$ cat src/rtl/node_mem_pkg.sv
// node_mem_pkg: node-memory widths, memory map and scanner state encoding shared by protocol-task FSMs
package node_mem_pkg;
  localparam int DEF_WORD_WIDTH = 16;
  localparam int DEF_ADDR_WIDTH = 16;
  localparam int unsigned DEF_KSINK_CNT_ADDR = 'h688;
  localparam int unsigned DEF_NBR_CNT_ADDR = 'h68A;
  localparam int unsigned DEF_NBR_ID_BASE = 'h48;
  localparam int unsigned DEF_CLUSTER_ID_BASE = 'hC8;
  localparam int unsigned DEF_KSINK_BASE = 'h8;
  localparam int unsigned DEF_FLAG_ADDR = 'h2;
  localparam int unsigned DEF_MATCH_CNT_ADDR = 'h4;
  typedef enum logic [3:0] {
    IDLE, RD_KCNT, RD_NCNT, RD_NID, RD_CID, RD_KSINK, NEXT_NBR, WR_FLAG, WR_CNT, DONE
  } scan_state_t;
endpackage

$ cat src/rtl/mem_read_timer.sv
// mem_read_timer: counts the cycles a read address is held and strobes sample on the last one
module mem_read_timer #(
  parameter int RD_LATENCY = 1
) (
  input  logic clock,
  input  logic nrst,
  input  logic run,
  output logic sample
);
  localparam int CW = $clog2(RD_LATENCY + 1);
  localparam logic [CW-1:0] LAST = CW'(RD_LATENCY - 1);
  logic [CW-1:0] cnt;
  assign sample = run && cnt == '0;
  // reload whenever a read completes so back-to-back reads each get the full hold time
  always_ff @(posedge clock or negedge nrst)
    if (!nrst) cnt <= LAST;
    else cnt <= (!run || sample) ? LAST : cnt - CW'(1);
endmodule

$ cat src/rtl/sink_cluster_scanner.sv
// sink_cluster_scanner: counts neighbors that are known sinks in a foreign cluster and writes flag and count back
module sink_cluster_scanner
  import node_mem_pkg::*;
#(
  parameter int WORD_WIDTH = DEF_WORD_WIDTH,
  parameter int ADDR_WIDTH = DEF_ADDR_WIDTH,
  parameter int RD_LATENCY = 1,
  parameter int MAX_COUNT = 32,
  parameter int STOP_ON_FIRST = 0,
  parameter int unsigned KSINK_CNT_ADDR = DEF_KSINK_CNT_ADDR,
  parameter int unsigned NBR_CNT_ADDR = DEF_NBR_CNT_ADDR,
  parameter int unsigned NBR_ID_BASE = DEF_NBR_ID_BASE,
  parameter int unsigned CLUSTER_ID_BASE = DEF_CLUSTER_ID_BASE,
  parameter int unsigned KSINK_BASE = DEF_KSINK_BASE,
  parameter int unsigned FLAG_ADDR = DEF_FLAG_ADDR,
  parameter int unsigned MATCH_CNT_ADDR = DEF_MATCH_CNT_ADDR
) (
  input  logic                  clock,
  input  logic                  nrst,
  input  logic                  start,
  input  logic [WORD_WIDTH-1:0] my_cluster_id,
  input  logic [WORD_WIDTH-1:0] data_in,
  output logic [ADDR_WIDTH-1:0] address,
  output logic                  wr_en,
  output logic [WORD_WIDTH-1:0] data_out,
  output logic                  busy,
  output logic                  done,
  output logic                  for_aggregation,
  output logic [WORD_WIDTH-1:0] match_count,
  output logic                  error
);
  localparam int IW = $clog2(MAX_COUNT + 1);
  localparam logic [WORD_WIDTH-1:0] MAXC = WORD_WIDTH'(MAX_COUNT);
  localparam logic [ADDR_WIDTH-1:0] A_KCNT = ADDR_WIDTH'(KSINK_CNT_ADDR);
  localparam logic [ADDR_WIDTH-1:0] A_NCNT = ADDR_WIDTH'(NBR_CNT_ADDR);
  localparam logic [ADDR_WIDTH-1:0] A_NID = ADDR_WIDTH'(NBR_ID_BASE);
  localparam logic [ADDR_WIDTH-1:0] A_CID = ADDR_WIDTH'(CLUSTER_ID_BASE);
  localparam logic [ADDR_WIDTH-1:0] A_KS = ADDR_WIDTH'(KSINK_BASE);
  localparam logic [ADDR_WIDTH-1:0] A_FLAG = ADDR_WIDTH'(FLAG_ADDR);
  localparam logic [ADDR_WIDTH-1:0] A_MC = ADDR_WIDTH'(MATCH_CNT_ADDR);
  scan_state_t state;
  logic [WORD_WIDTH-1:0] kcnt, ncnt, nid, mc_inc;
  logic [IW-1:0] i, j;
  logic rd_state, sample, hit, last_i, last_j;
  // table entries are 16-bit words at byte addresses, wrapping at the address width
  function automatic logic [ADDR_WIDTH-1:0] ent(input logic [ADDR_WIDTH-1:0] base, input logic [IW-1:0] k);
    return base + (ADDR_WIDTH'(k) << 1);
  endfunction
  assign rd_state = state inside {RD_KCNT, RD_NCNT, RD_NID, RD_CID, RD_KSINK};
  assign hit = data_in == nid;
  assign mc_inc = &match_count ? match_count : match_count + WORD_WIDTH'(1);
  assign last_i = WORD_WIDTH'(i) == ncnt - WORD_WIDTH'(1);
  assign last_j = WORD_WIDTH'(j) == kcnt - WORD_WIDTH'(1);
  mem_read_timer #(.RD_LATENCY(RD_LATENCY)) u_timer (
    .clock(clock),
    .nrst(nrst),
    .run(rd_state),
    .sample(sample)
  );
  always_ff @(posedge clock or negedge nrst)
    if (!nrst) begin
      state <= IDLE;
      address <= A_KCNT;
      wr_en <= 1'b0;
      data_out <= '0;
      busy <= 1'b0;
      done <= 1'b0;
      for_aggregation <= 1'b0;
      match_count <= '0;
      error <= 1'b0;
      i <= '0;
      j <= '0;
      kcnt <= '0;
      ncnt <= '0;
      nid <= '0;
    end else case (state)
      IDLE, DONE: if (start) begin
        state <= RD_KCNT;
        address <= A_KCNT;
        busy <= 1'b1;
        done <= 1'b0;
        for_aggregation <= 1'b0;
        match_count <= '0;
        error <= 1'b0;
        i <= '0;
        j <= '0;
      end
      RD_KCNT: if (sample) begin
        kcnt <= data_in;
        address <= A_NCNT;
        state <= RD_NCNT;
      end
      RD_NCNT: if (sample) begin
        ncnt <= data_in;
        // oversized or empty tables skip straight to writing a zero flag
        if (kcnt > MAXC || data_in > MAXC || kcnt == '0 || data_in == '0) begin
          error <= kcnt > MAXC || data_in > MAXC;
          state <= WR_FLAG;
          address <= A_FLAG;
          data_out <= '0;
          for_aggregation <= 1'b0;
          wr_en <= 1'b1;
        end else begin
          state <= RD_NID;
          address <= ent(A_NID, '0);
        end
      end
      RD_NID: if (sample) begin
        nid <= data_in;
        address <= ent(A_CID, i);
        state <= RD_CID;
      end
      RD_CID: if (sample) begin
        if (data_in == my_cluster_id) state <= NEXT_NBR;
        else begin
          j <= '0;
          address <= ent(A_KS, '0);
          state <= RD_KSINK;
        end
      end
      RD_KSINK: if (sample) begin
        if (hit) match_count <= mc_inc;
        if (hit && STOP_ON_FIRST != 0) begin
          state <= WR_FLAG;
          address <= A_FLAG;
          data_out <= WORD_WIDTH'(1);
          for_aggregation <= 1'b1;
          wr_en <= 1'b1;
        end else if (last_j) state <= NEXT_NBR;
        else begin
          j <= j + IW'(1);
          address <= ent(A_KS, j + IW'(1));
        end
      end
      NEXT_NBR: if (last_i) begin
        state <= WR_FLAG;
        address <= A_FLAG;
        data_out <= WORD_WIDTH'(match_count != '0);
        for_aggregation <= match_count != '0;
        wr_en <= 1'b1;
      end else begin
        i <= i + IW'(1);
        j <= '0;
        address <= ent(A_NID, i + IW'(1));
        state <= RD_NID;
      end
      WR_FLAG: begin
        address <= A_MC;
        data_out <= match_count;
        state <= WR_CNT;
      end
      WR_CNT: begin
        wr_en <= 1'b0;
        busy <= 1'b0;
        done <= 1'b1;
        state <= DONE;
      end
      default: begin
        state <= IDLE;
        wr_en <= 1'b0;
        busy <= 1'b0;
      end
    endcase
endmodule

$ cat config.mk
export PLATFORM = sky130hd
export DESIGN_NAME = sink_cluster_scanner
export DESIGN_NICKNAME = d
export VERILOG_FILES = /design/src/rtl/node_mem_pkg.sv /design/src/rtl/mem_read_timer.sv /design/src/rtl/sink_cluster_scanner.sv
export SDC_FILE = /design/constraint.sdc
export NUM_CORES = 1
export LEC_CHECK = 0
export BUFFER_PORTS_ARGS = -buffer_cell sky130_fd_sc_hd__buf_2
export CORE_ASPECT_RATIO = 0.75
export CORE_MARGIN = 8
export CORE_UTILIZATION = 25
export CTS_CLUSTER_DIAMETER = 150
export DETAILED_ROUTE_END_ITERATION = 16
export PLACE_DENSITY = 0.49
export SLEW_MARGIN = 40
export SYNTH_ARGS = -nofsm -noshare
export SYNTH_HDL_FRONTEND = slang
export SYNTH_SLANG_ARGS = --single-unit
$ cat constraint.sdc
create_clock -name clock -period 7.4 [get_ports clock]
set_input_delay 0.74 -clock clock [delete_from_list [all_inputs] [get_ports clock]]
set_output_delay 0.74 -clock clock [all_outputs]
set_load 0.01 [all_outputs]
==> flow_metrics.env, run 1 <==
export IMPL_clk_latency_ns=0.37
export IMPL_fin_crit_ns=3.81
export IMPL_final_antenna_net_count=0
export IMPL_switchingPower_uw=1070
export IMPL_grt_max_degree=65
export IMPL_ir_worst_vdd_mv=0.144
export IMPL_overflow=0
export IMPL_cts_hold_repair_buffers=0
export IMPL_finalHoldViolCount=0
export IMPL_yosys_warnings=0
export IMPL_fmax_mhz=262
export IMPL_synthFlopType="dfrtp_1"
export IMPL_start_kind="register"
export IMPL_multi_input_area_mm2=0.00343
export IMPL_cp_slowest_cell="or4_1"
export IMPL_numClockSinks=111
export IMPL_sw_frac_of_total=0.411
export IMPL_ios=88
export IMPL_cp_arrival_ns=4.06
export IMPL_comb_power_share=0.394
export IMPL_place_hpwl_um=13600
export IMPL_grt_usage=0.119
export IMPL_syn_to_final_growth_pct=15.9
export IMPL_h_tree_depth=3
export IMPL_finalClockSkew_ns=0.0203
export IMPL_leakagePower_uw=0.00325
export IMPL_cts_tree="done"
export IMPL_syn_inst=647
export IMPL_drt_wl_total_um=18500
export IMPL_seq_area_frac_synth=0.431
export IMPL_cp_required_ns=7.65
export IMPL_fp_dieH_um=155
export IMPL_synthesis_area_mm2=0.00646
export IMPL_cpPeakStageDelay_ns=0.90
export IMPL_postCtsSetupBuffers=0
export IMPL_cts_resized=0
export IMPL_placed_cell_area_mm2=0.00717
export IMPL_final_area_mm2=0.00749
export IMPL_synth_area_top_cells="dfrtp_1 (42%), mux2_2 (9.9%), xnor2_1 (5.6%)"
export IMPL_drive_gt1_frac=0.244
export IMPL_synth_top_cell_area_share=0.419
export IMPL_rows=51
export IMPL_core_mm2=0.0257
export IMPL_diodes=0
export IMPL_grt_setup_unrepaired="false"
export IMPL_outcome="completed"
export IMPL_clock_path_buffers=2
export IMPL_routedWlPerCell_um=17.5
export IMPL_crit_family="simple AND/OR/NAND/NOR gates"
export IMPL_grt_pass1_vias=4994
export IMPL_cts_made_buffers=9
export IMPL_hold_class="input pin to asynchronous set/reset pin"
export IMPL_cts_clk_slew_worst_paths_ns=0.09
export IMPL_layout_commonest_cell="dfrtp_1"
export IMPL_power_frac_seq=0.412
export IMPL_async_reset_ff_frac=1.00
export IMPL_path_buf_inv=1
export IMPL_synth_edf_count=0
export IMPL_ys_seq_elements=111
export IMPL_layout_nets=753
export IMPL_io_buffers=81
export IMPL_die_area_mm2=0.0313
export IMPL_wl_met1_um=9330
export IMPL_clock_tree_root_cell="clkbuf_16"
export IMPL_postSynthAreaPerCell_um2=9.98
export IMPL_hold_ws_ns=0.377
export IMPL_worst_path_most_repeated_cell="or4_1"
export IMPL_start_util=0.252
export IMPL_num_vias=5109
export IMPL_worstPathCellList="inv_1 -> ha_1 -> or4b_1 -> or4_1 -> a22o_1 -> nor4_4 -> a21oi_2 -> or4_1 -> mux2_4"
export IMPL_drtPass1Iterations=4
export IMPL_slew_violations=0
export IMPL_final_cell_mix="dfrtp_1 (108), buf_2 (80), mux2_2 (57)"
export IMPL_via_per_inst=4.83
export IMPL_die_width_um=202
export IMPL_drc=0
export IMPL_wl_met2_um=8220
export IMPL_endpoint_kind="register"
export IMPL_max_slew_margin=0.495
export IMPL_drv_cap=0
export IMPL_yosysTopAreaCell="dfrtp_1"
export IMPL_fill_cells=2731
export IMPL_grt_pass1_wl_um=29600
export IMPL_register_area_mm2=0.00278
export IMPL_gp_congestion=0.839
export IMPL_crit_type="register to register"
export IMPL_worstPathMaxFanout=16
export IMPL_synth_cell_types=69
export IMPL_power_density_mw_per_mm2=348
export IMPL_clkPwrFrac=0.193
export IMPL_tightestPinTransition_ns=0.755
export IMPL_dr_wl_met3_um=765
export IMPL_finalCritPeriodShare=0.515
export IMPL_antenna_found_initial=1
export IMPL_routed_top_layer="met5"
export IMPL_finalSetupTns_ns=0
export IMPL_finalSetupViolations=0
export IMPL_drt_iter0_markers=262
export IMPL_intPower_uw=1530
-- layout make-up --
type,instances,area share
Multi-Input combinational cell,477,0.458
Sequential cell,111,0.372
Timing Repair Buffer,85,0.0590
Tap cell,344,0.0575
Clock buffer,9,0.0301
Inverter,25,0.0125
Clock inverter,7,0.0114
-- registers in the layout, summed over array words and instances, names as in the netlist --
signal / cells
data_out: 16
kcnt: 16
match_count: 16
ncnt: 16
nid: 16
address: 9
i: 6
j: 6
state: 4
busy: 1
done: 1
error: 1
for_aggregation: 1
u_timer.cnt: 1
wr_en: 1
-- layer usage --
| layer | GRT usage | up-vias |
|---|---|---|
| met5 | 0 | - |
| met1 | 0.169 | 2546 |
| met3 | 0.0278 | 15 |
| met4 | 0.0295 | 2 |
| met2 | 0.181 | 84 |
| li1 | - | 2462 |
-- synth_stat cells, types with 5 or more instances --
| cell type | instances |
|---|---|
| nor2b_1 | 5 |
| xnor2_1 | 41 |
| ha_1 | 9 |
| a22o_1 | 18 |
| clkbuf_1 | 31 |
| nor2_1 | 39 |
| nor4_1 | 11 |
| o21ai_0 | 26 |
| nand2b_1 | 8 |
| inv_1 | 25 |
| buf_4 | 7 |
| o21a_1 | 5 |
| mux2i_1 | 11 |
| or3_1 | 11 |
| a21oi_1 | 24 |
| xor2_1 | 20 |
| mux2_2 | 57 |
| nand3_1 | 21 |
| nor3_1 | 20 |
| nand4_1 | 16 |
| or4_1 | 5 |
| dfrtp_1 | 108 |
| and3_1 | 9 |
| nand2_1 | 42 |
-- through the flow --
stage | worst slack (ns) | util | power [µW] | instances
finish | 3.59 | 0.292 | 2610 | 1058
detailed placement | 3.56 | 0.280 | 2110 | 1042
global placement | 3.65 | 0.279 | 2100 | 1042
CTS | 3.54 | 0.292 | 2620 | 1058
floorplan | 4.22 | - | 1820 | 653
global route | 3.36 | 0.292 | 2790 | 1058
-- worst register-to-register path: cells and delay by family, from the launching register on --
kind / cells / cell delay (ns)
AO/OA/AOI/OAI: 2 / 0.45
adder cells (fa/ha/maj): 1 / 0.23
buffers and inverters: 1 / 0.09
flip-flops: 1 / 0.45
multiplexers: 1 / 0.41
AND/OR/NAND/NOR: 4 / 2.08
-- worst paths after layout --
path,slack [ns],to,cells after the start,from
max in group asynchronous,5.99,data_out[8],2,nrst
max reg2reg,3.59,data_out[0],9,ncnt[0]
max,3.59,data_out[0],9,ncnt[0]
min in group clock,0.47,address[7],2,address[7]
min reg2reg,0.47,address[7],2,address[7]
min,0.38,nid[12],1,nrst
-- power groups by stage --
| stage | Sequential [µW] | Combinational [µW] | Clock (µW) |
|---|---|---|---|
| detailed placement | 1080 | 1030 | 0 |
| global placement | 1080 | 1030 | 0 |
| CTS | 1070 | 1030 | 522 |
| global route | 1110 | 1130 | 543 |
| finish | 1070 | 1030 | 504 |
| floorplan | 960 | 856 | 0 |
-- logic make-up after synthesis --
family                   share of synthesized area
AO/OA/AOI/OAI                                0.131
XOR/XNOR                                    0.0828
adder cells (fa/ha/maj)                     0.0190
buffers and inverters                       0.0432
flip-flops                                   0.431
multiplexers                                 0.119
other                                     0.000581
AND/OR/NAND/NOR                              0.174
No activity file was read; power rests on OpenSTA's default activity.
==> inputs of run 2 (changes only) <==
--- a/config.mk
+++ b/config.mk
@@ -5,6 +5,7 @@
 export SDC_FILE = /design/constraint.sdc
 export NUM_CORES = 1
 export LEC_CHECK = 0
+export ABC_AREA = 1
 export BUFFER_PORTS_ARGS = -buffer_cell sky130_fd_sc_hd__buf_2
 export CORE_ASPECT_RATIO = 0.75
 export CORE_MARGIN = 8
==> constraint.sdc (replaced) <==
create_clock -name clock -period 3.7 [get_ports clock]
set_input_delay 0.37 -clock clock [delete_from_list [all_inputs] [get_ports clock]]
set_output_delay 0.37 -clock clock [all_outputs]
set_load 0.01 [all_outputs]
==> run 2 against run 1 <==
  * Combinational power up 140%
  * Synthesized cell count up 61%
  * Via count up 28%
  * Clock skew down 0.0013 ns
  * Critical path type unchanged
  * Clock power up 98%
  * Flip-flop and latch count unchanged
  * Largest power group is now combinational cells
  * Wire length up 15%
  * Critical endpoint is now address[5]
  * Die area up 8.3%
==> flow_metrics.env, run 2 <==
export IMPL_outcome="completed"
export IMPL_drv_cap=0
export IMPL_clk_latency_ns=0.37
export IMPL_syn_inst=1041
export IMPL_fp_dieH_um=161
export IMPL_synth_cell_types=34
export IMPL_cp_arrival_ns=2.98
export IMPL_drtPass1Iterations=7
export IMPL_gp_congestion=0.866
export IMPL_reg2reg_to="address[5]"
export IMPL_numClockSinks=111
export IMPL_antenna_found_initial=0
export IMPL_num_vias=6542
export IMPL_r2r_start="kcnt[0]"
export IMPL_async_reset_ff_frac=1.00
export IMPL_worstPathCellList="inv_1 -> ha_1 -> nand2_1 -> nor2_2 -> nand2_1 -> nand2_1 -> nand2_1 -> nor2_1 -> nand2_1 -> nor2_1 -> nand3_1 -> nand3_1 -> inv_1 -> nand2_1 -> nand2_1"
export IMPL_ys_seq_elements=111
export IMPL_tightestPinTransition_ns=0.720
export IMPL_slew_violations=0
export IMPL_power_uw=5400
export IMPL_final_area_mm2=0.00812
export IMPL_fin_crit_ns=2.74
export IMPL_reg2regPathDepth=15
export IMPL_worst_path_most_repeated_cell="nand2_1"
export IMPL_yosysMostFrequentCell="nand2_1"
export IMPL_cts_made_buffers=9
export IMPL_die_area_mm2=0.0339
export IMPL_drc=0
export IMPL_clock_path_buffers=2
export IMPL_endpoint_kind="register"
export IMPL_final_antenna_net_count=0
export IMPL_cts_tree="done"
export IMPL_drive_gt1_frac=0.115
export IMPL_routedWlPerCell_um=14.4
export IMPL_yosys_warnings=0
export IMPL_finalClockSkew_ns=0.0189
export IMPL_power_density_mw_per_mm2=666
export IMPL_overflow=0
export IMPL_crit_family="simple AND/OR/NAND/NOR gates"
export IMPL_path_buf_inv=2
export IMPL_leakagePower_uw=0.00410
export IMPL_final_cell_mix="nand2_1 (359), nor2_1 (121), inv_1 (116)"
export IMPL_grt_pass1_wl_um=35000
export IMPL_finalSetupTns_ns=0
export IMPL_finalHoldViolCount=0
export IMPL_cts_clk_slew_worst_paths_ns=0.08
export IMPL_cts_resized=0
export IMPL_postCtsSetupBuffers=0
export IMPL_seq_area_frac_synth=0.395
export IMPL_crit_type="register to register"
export IMPL_max_slew_margin=0.520
export IMPL_via_per_inst=4.44
export IMPL_yosysTopAreaCell="dfrtp_1"
export IMPL_core_mm2=0.0279
export IMPL_fill_cells=3094
export IMPL_worstPathMaxFanout=11
export IMPL_rows=53
export IMPL_clock_tree_root_cell="clkbuf_16"
export IMPL_synth_area_top_cells="dfrtp_1 (38%), nand2_1 (19%), o21ai_0 (7.7%)"
export IMPL_layout_commonest_cell="nand2_1"
export IMPL_io_buffers=81
export IMPL_drt_wl_total_um=21200
export IMPL_synth_edf_count=0
export IMPL_synthesis_area_mm2=0.00704
export IMPL_placed_cell_area_mm2=0.00780
export IMPL_grt_usage=0.128
export IMPL_synth_common_cells="nand2_1 (362), nor2_1 (122), inv_1 (116)"
export IMPL_synth_top_cell_area_share=0.384
export IMPL_r2r_slack_ns=0.96
export IMPL_start_util=0.253
export IMPL_start_kind="register"
export IMPL_grt_setup_unrepaired="false"
export IMPL_diodes=0
export IMPL_synthFlopType="dfrtp_1"
export IMPL_cp_required_ns=3.94
export IMPL_cts_hold_repair_buffers=0
export IMPL_ios=88
export IMPL_postSynthAreaPerCell_um2=6.77
export IMPL_hold_class="input pin to asynchronous set/reset pin"
export IMPL_cpPeakStageDelay_ns=0.42
export IMPL_drt_iter0_markers=479
export IMPL_die_width_um=210
export IMPL_grt_pass1_vias=6344
export IMPL_syn_to_final_growth_pct=15.2
export IMPL_finalSetupViolations=0
export IMPL_layout_nets=1156
export IMPL_cp_slowest_cell="nand3_1"
export IMPL_finalCritPeriodShare=0.741
export IMPL_h_tree_depth=3
export IMPL_fin_util=0.291
export IMPL_ir_worst_vdd_mv=0.274
export IMPL_fmax_mhz=365
export IMPL_grt_max_degree=61
export IMPL_place_hpwl_um=16400
-- run 2: cell count changes in the layout (fill, tap and decap cells not counted), sizes merged, moves of 11 or more --
cell	delta
inv	+91
o21ai	+87
nor2	+91
mux2i	-11
a21oi	-18
a22o	-17
xnor2	-25
nand2	+324
nand3	+35
mux2	-58
or3	-11
-- run 2: worst max path at each step --
stage	start	to	slack, ns	depth (start not counted)
2_1_floorplan	ncnt[0]	data_out[5]	1.69	16
3_3_place_gp	match_count[0]	match_count[15]	0.83	8
3_5_place_dp	match_count[0]	match_count[9]	0.79	8
4_1_cts	match_count[0]	match_count[0]	0.77	8
5_1_grt	kcnt[0]	address[5]	0.67	15
6_report	kcnt[0]	address[5]	0.96	15
-- run 2: area by class of cell --
cell class / instances / area [µm²] / area share
clock buffer: 9 / 225 / 0.0278
clock inverter: 7 / 80.1 / 0.00987
inverter: 116 / 435 / 0.0537
multi-input combinational: 789 / 3700 / 0.455
sequential: 111 / 2780 / 0.343
tap: 357 / 447 / 0.0550
timing repair buffer: 85 / 450 / 0.0555
-- run 2: power breakdown --
group	switching, µW	internal, µW
Clock	520	481
Combinational	1650	794
Sequential	371	1590
-- run 2: kinds of logic after synthesis --
group,Yosys count,synth area share
flops,111,0.395
compound gates,132,0.0986
xor+xnor,37,0.0460
fa+ha+maj,9,0.0160
simple gates,604,0.359
buf+inv,147,0.0851
other cells,1,0.000532
-- run 2: routing by layer --
metal  GRT usage  share of wire  vias up
met4      0.0214         0.0091        0
li1            -              -     3431
met3      0.0246          0.035       13
met5           0              0        -
met1       0.188           0.53     3003
met2       0.193           0.43       95
-- run 2: worst reg2reg max path: cells and delay by family, from the launching register on --
kind	cells	cell delay, ns
adders and majority gates	1	0.23
and+or+nand+nor	12	1.62
buffers and inverters	2	0.39
DFF	1	0.39
-- run 2: metrics by stage --
step           cells  hold slack, ns  setup WS [ns]
6_report        1474          0.0557          0.960
5_1_grt         1474           0.118          0.667
4_1_cts         1474          0.0876          0.769
3_5_place_dp    1458           0.455          0.794
3_3_place_gp    1458           0.454          0.832
2_1_floorplan   1047          0.0744           1.69
==> inputs of run 3 (changes only) <==
--- a/config.mk
+++ b/config.mk
@@ -5,14 +5,14 @@
 export SDC_FILE = /design/constraint.sdc
 export NUM_CORES = 1
 export LEC_CHECK = 0
-export ABC_AREA = 1
+export ABC_AREA = 0
 export BUFFER_PORTS_ARGS = -buffer_cell sky130_fd_sc_hd__buf_2
 export CORE_ASPECT_RATIO = 0.75
 export CORE_MARGIN = 8
 export CORE_UTILIZATION = 25
 export CTS_CLUSTER_DIAMETER = 150
 export DETAILED_ROUTE_END_ITERATION = 16
-export PLACE_DENSITY = 0.49
+export PLACE_DENSITY = 0.51
 export SLEW_MARGIN = 40
 export SYNTH_ARGS = -nofsm -noshare
 export SYNTH_HDL_FRONTEND = slang
==> constraint.sdc (replaced) <==
create_clock -name clock -period 2.5 [get_ports clock]
set_input_delay 0.25 -clock clock [delete_from_list [all_inputs] [get_ports clock]]
set_output_delay 0.25 -clock clock [all_outputs]
set_load 0.01 [all_outputs]
==> run 3 against run 2 <==
  * Count of clock-buffer cells in the layout rose by 2
  * Setup slack lost 1.4 ns
  * Global-route usage up 0.056 points
  * Flip-flop and latch count stayed put
  * The flow now finishes with violations (negative setup slack)
  * Register-to-register slack got worse by 1.4 ns
  * Wire length down 5.8%
  * Design area rose by 7.9%
  * Sequential share of layout area down 2.5 points
  * Fmax down 7.0%
  * Critical endpoint is now data_out[8]
  * Largest power group unchanged
==> flow_metrics.env, run 3 (synthesis gave the netlist of run 1 again) <==
export IMPL_drv_cap=0
export IMPL_multi_input_area_mm2=0.00367
export IMPL_cpPeakStageDelay_ns=0.47
export IMPL_leakagePower_uw=0.00396
export IMPL_worstPathMaxFanout=15
export IMPL_hold_ws_ns=0.208
export IMPL_cts_made_buffers=9
export IMPL_outcome="complete, but fails checks"
export IMPL_grt_setup_unrepaired="true"
export IMPL_start_kind="register"
export IMPL_fp_dieH_um=155
export IMPL_finalClockSkew_ns=0.0143
export IMPL_antenna_found_initial=0
export IMPL_diodes=0
export IMPL_drt_iter0_markers=333
export IMPL_grt_pass1_wl_um=32400
export IMPL_finalHoldViolCount=0
export IMPL_power_density_mw_per_mm2=1040
export IMPL_die_area_mm2=0.0313
export IMPL_grt_pass1_vias=5662
export IMPL_place_inst=1158
export IMPL_min_path_cells=2
export IMPL_power_uw=9100
export IMPL_fin_cells=1187
export IMPL_die_width_um=202
export IMPL_numClockSinks=111
export IMPL_rows=51
export IMPL_io_buffers=81
export IMPL_clk_latency_ns=0.36
export IMPL_endpoint_kind="register"
export IMPL_ios=88
export IMPL_layout_nets=882
export IMPL_r2r_start="ncnt[1]"
export IMPL_start_util=0.252
export IMPL_h_tree_depth=3
export IMPL_fmax_mhz=340
export IMPL_fill_cells=2637
export IMPL_fin_crit_ns=2.95
export IMPL_clock_path_buffers=2
export IMPL_syn_to_final_growth_pct=35.7
export IMPL_worstPathCellList="inv_2 -> ha_4 -> or4b_4 -> or4_1 -> a22o_1 -> nor4_4 -> a21oi_2 -> or4_4 -> buf_12 -> a22o_1"
export IMPL_cp_arrival_ns=3.20
export IMPL_num_vias=5666
export IMPL_final_cell_mix="buf_4 (121), dfrtp_1 (108), buf_2 (80)"
export IMPL_reg2regPathDepth=10
export IMPL_worst_path_most_repeated_cell="a22o_1"
export IMPL_via_per_inst=4.77
export IMPL_reg2reg_to="data_out[8]"
export IMPL_cp_slowest_cell="or4b_4"
export IMPL_finalSetupViolations=39
export IMPL_final_antenna_net_count=0
export IMPL_clock_tree_root_cell="clkbuf_16"
export IMPL_gp_congestion=0.797
export IMPL_hold_end="kcnt[7]"
export IMPL_overflow=0
export IMPL_grt_max_degree=66
export IMPL_layout_commonest_cell="buf_4"
export IMPL_violations="negative setup slack"
export IMPL_slew_violations=0
export IMPL_drtPass1Iterations=5
export IMPL_crit_type="register to register"
export IMPL_drive_gt1_frac=0.405
export IMPL_core_mm2=0.0257
export IMPL_cp_required_ns=2.75
export IMPL_drc=0
export IMPL_grt_usage=0.128
export IMPL_path_buf_inv=2
export IMPL_routedWlPerCell_um=16.9
export IMPL_dp_slack_ns=-0.687
export IMPL_ir_worst_vdd_mv=0.393
export IMPL_drt_wl_total_um=20000
export IMPL_register_area_mm2=0.00278
export IMPL_crit_family="simple AND/OR/NAND/NOR gates"
export IMPL_cts_clk_slew_worst_paths_ns=0.08
export IMPL_r2r_slack_ns=-0.45
export IMPL_hold_start="data_in[7]"
export IMPL_max_slew_margin=0.612
export IMPL_cts_tree="done"
export IMPL_finalCritPeriodShare=1.18
export IMPL_finalSetupTns_ns=-11.92
export IMPL_place_hpwl_um=15000
export IMPL_tightestPinTransition_ns=0.578
export IMPL_setup_ws_ns=-0.445
export IMPL_hold_class="input pin to register"
## run 3: worst max-delay path by stage
stage / cells after the start / start / slack (ns) / end
global route: 10 / ncnt[1] / -0.59 / data_out[9]
global placement: 10 / ncnt[1] / -0.65 / data_out[7]
detailed placement: 10 / ncnt[1] / -0.69 / data_out[8]
floorplan: 11 / ncnt[0] / -0.65 / data_out[11]
finish: 10 / ncnt[1] / -0.45 / data_out[8]
CTS: 10 / ncnt[1] / -0.45 / data_out[8]
## run 3: repair_timing
action	CTS	global route
buffers inserted	9	5
gates resized for setup	38	21
hold buffers	1	0
endpoints found under the hold margin	18	0
pin swaps	18	13
endpoints found under the setup margin	41	49
## run 3: layer usage
metal  up-vias  global-route usage  share of wire
met3         8              0.0270          0.047
met1      2823               0.181           0.49
met5         -                   0              0
li1       2731                   -              -
met4         0              0.0229         0.0049
met2       104               0.202           0.46
## run 3: worst register-to-register path, stage by stage (launching register included)
cell and delay [ns]:
dfrtp_1 0.39, inv_2 0.07, ha_4 0.12, or4b_4 0.47, or4_1 0.40, a22o_1 0.24, nor4_4 0.20, a21oi_2 0.11
or4_4 0.47, buf_12 0.17, a22o_1 0.19
## run 3: layout make-up
cell class,instances,share of cell area
Tap cell,344,0.0491
Clock inverter,5,0.00543
Multi-Input combinational cell,477,0.419
Timing Repair Buffer,214,0.169
Inverter,25,0.0107
Sequential cell,111,0.318
Clock buffer,11,0.0289
## run 3: metrics by stage
step / cell area, µm² / utilization
3_5_place_dp: 8110 / 0.316
5_1_grt: 8760 / 0.341
6_report: 8760 / 0.341
2_1_floorplan: 6540 / -
4_1_cts: 8650 / 0.337
3_3_place_gp: 8110 / 0.316
## run 3: power breakdown
| group | internal (µW) | switching (µW) |
|---|---|---|
| Sequential | 2390 | 441 |
| Combinational | 2430 | 2370 |
| Clock | 752 | 719 |
| Total | 5570 | 3530 |
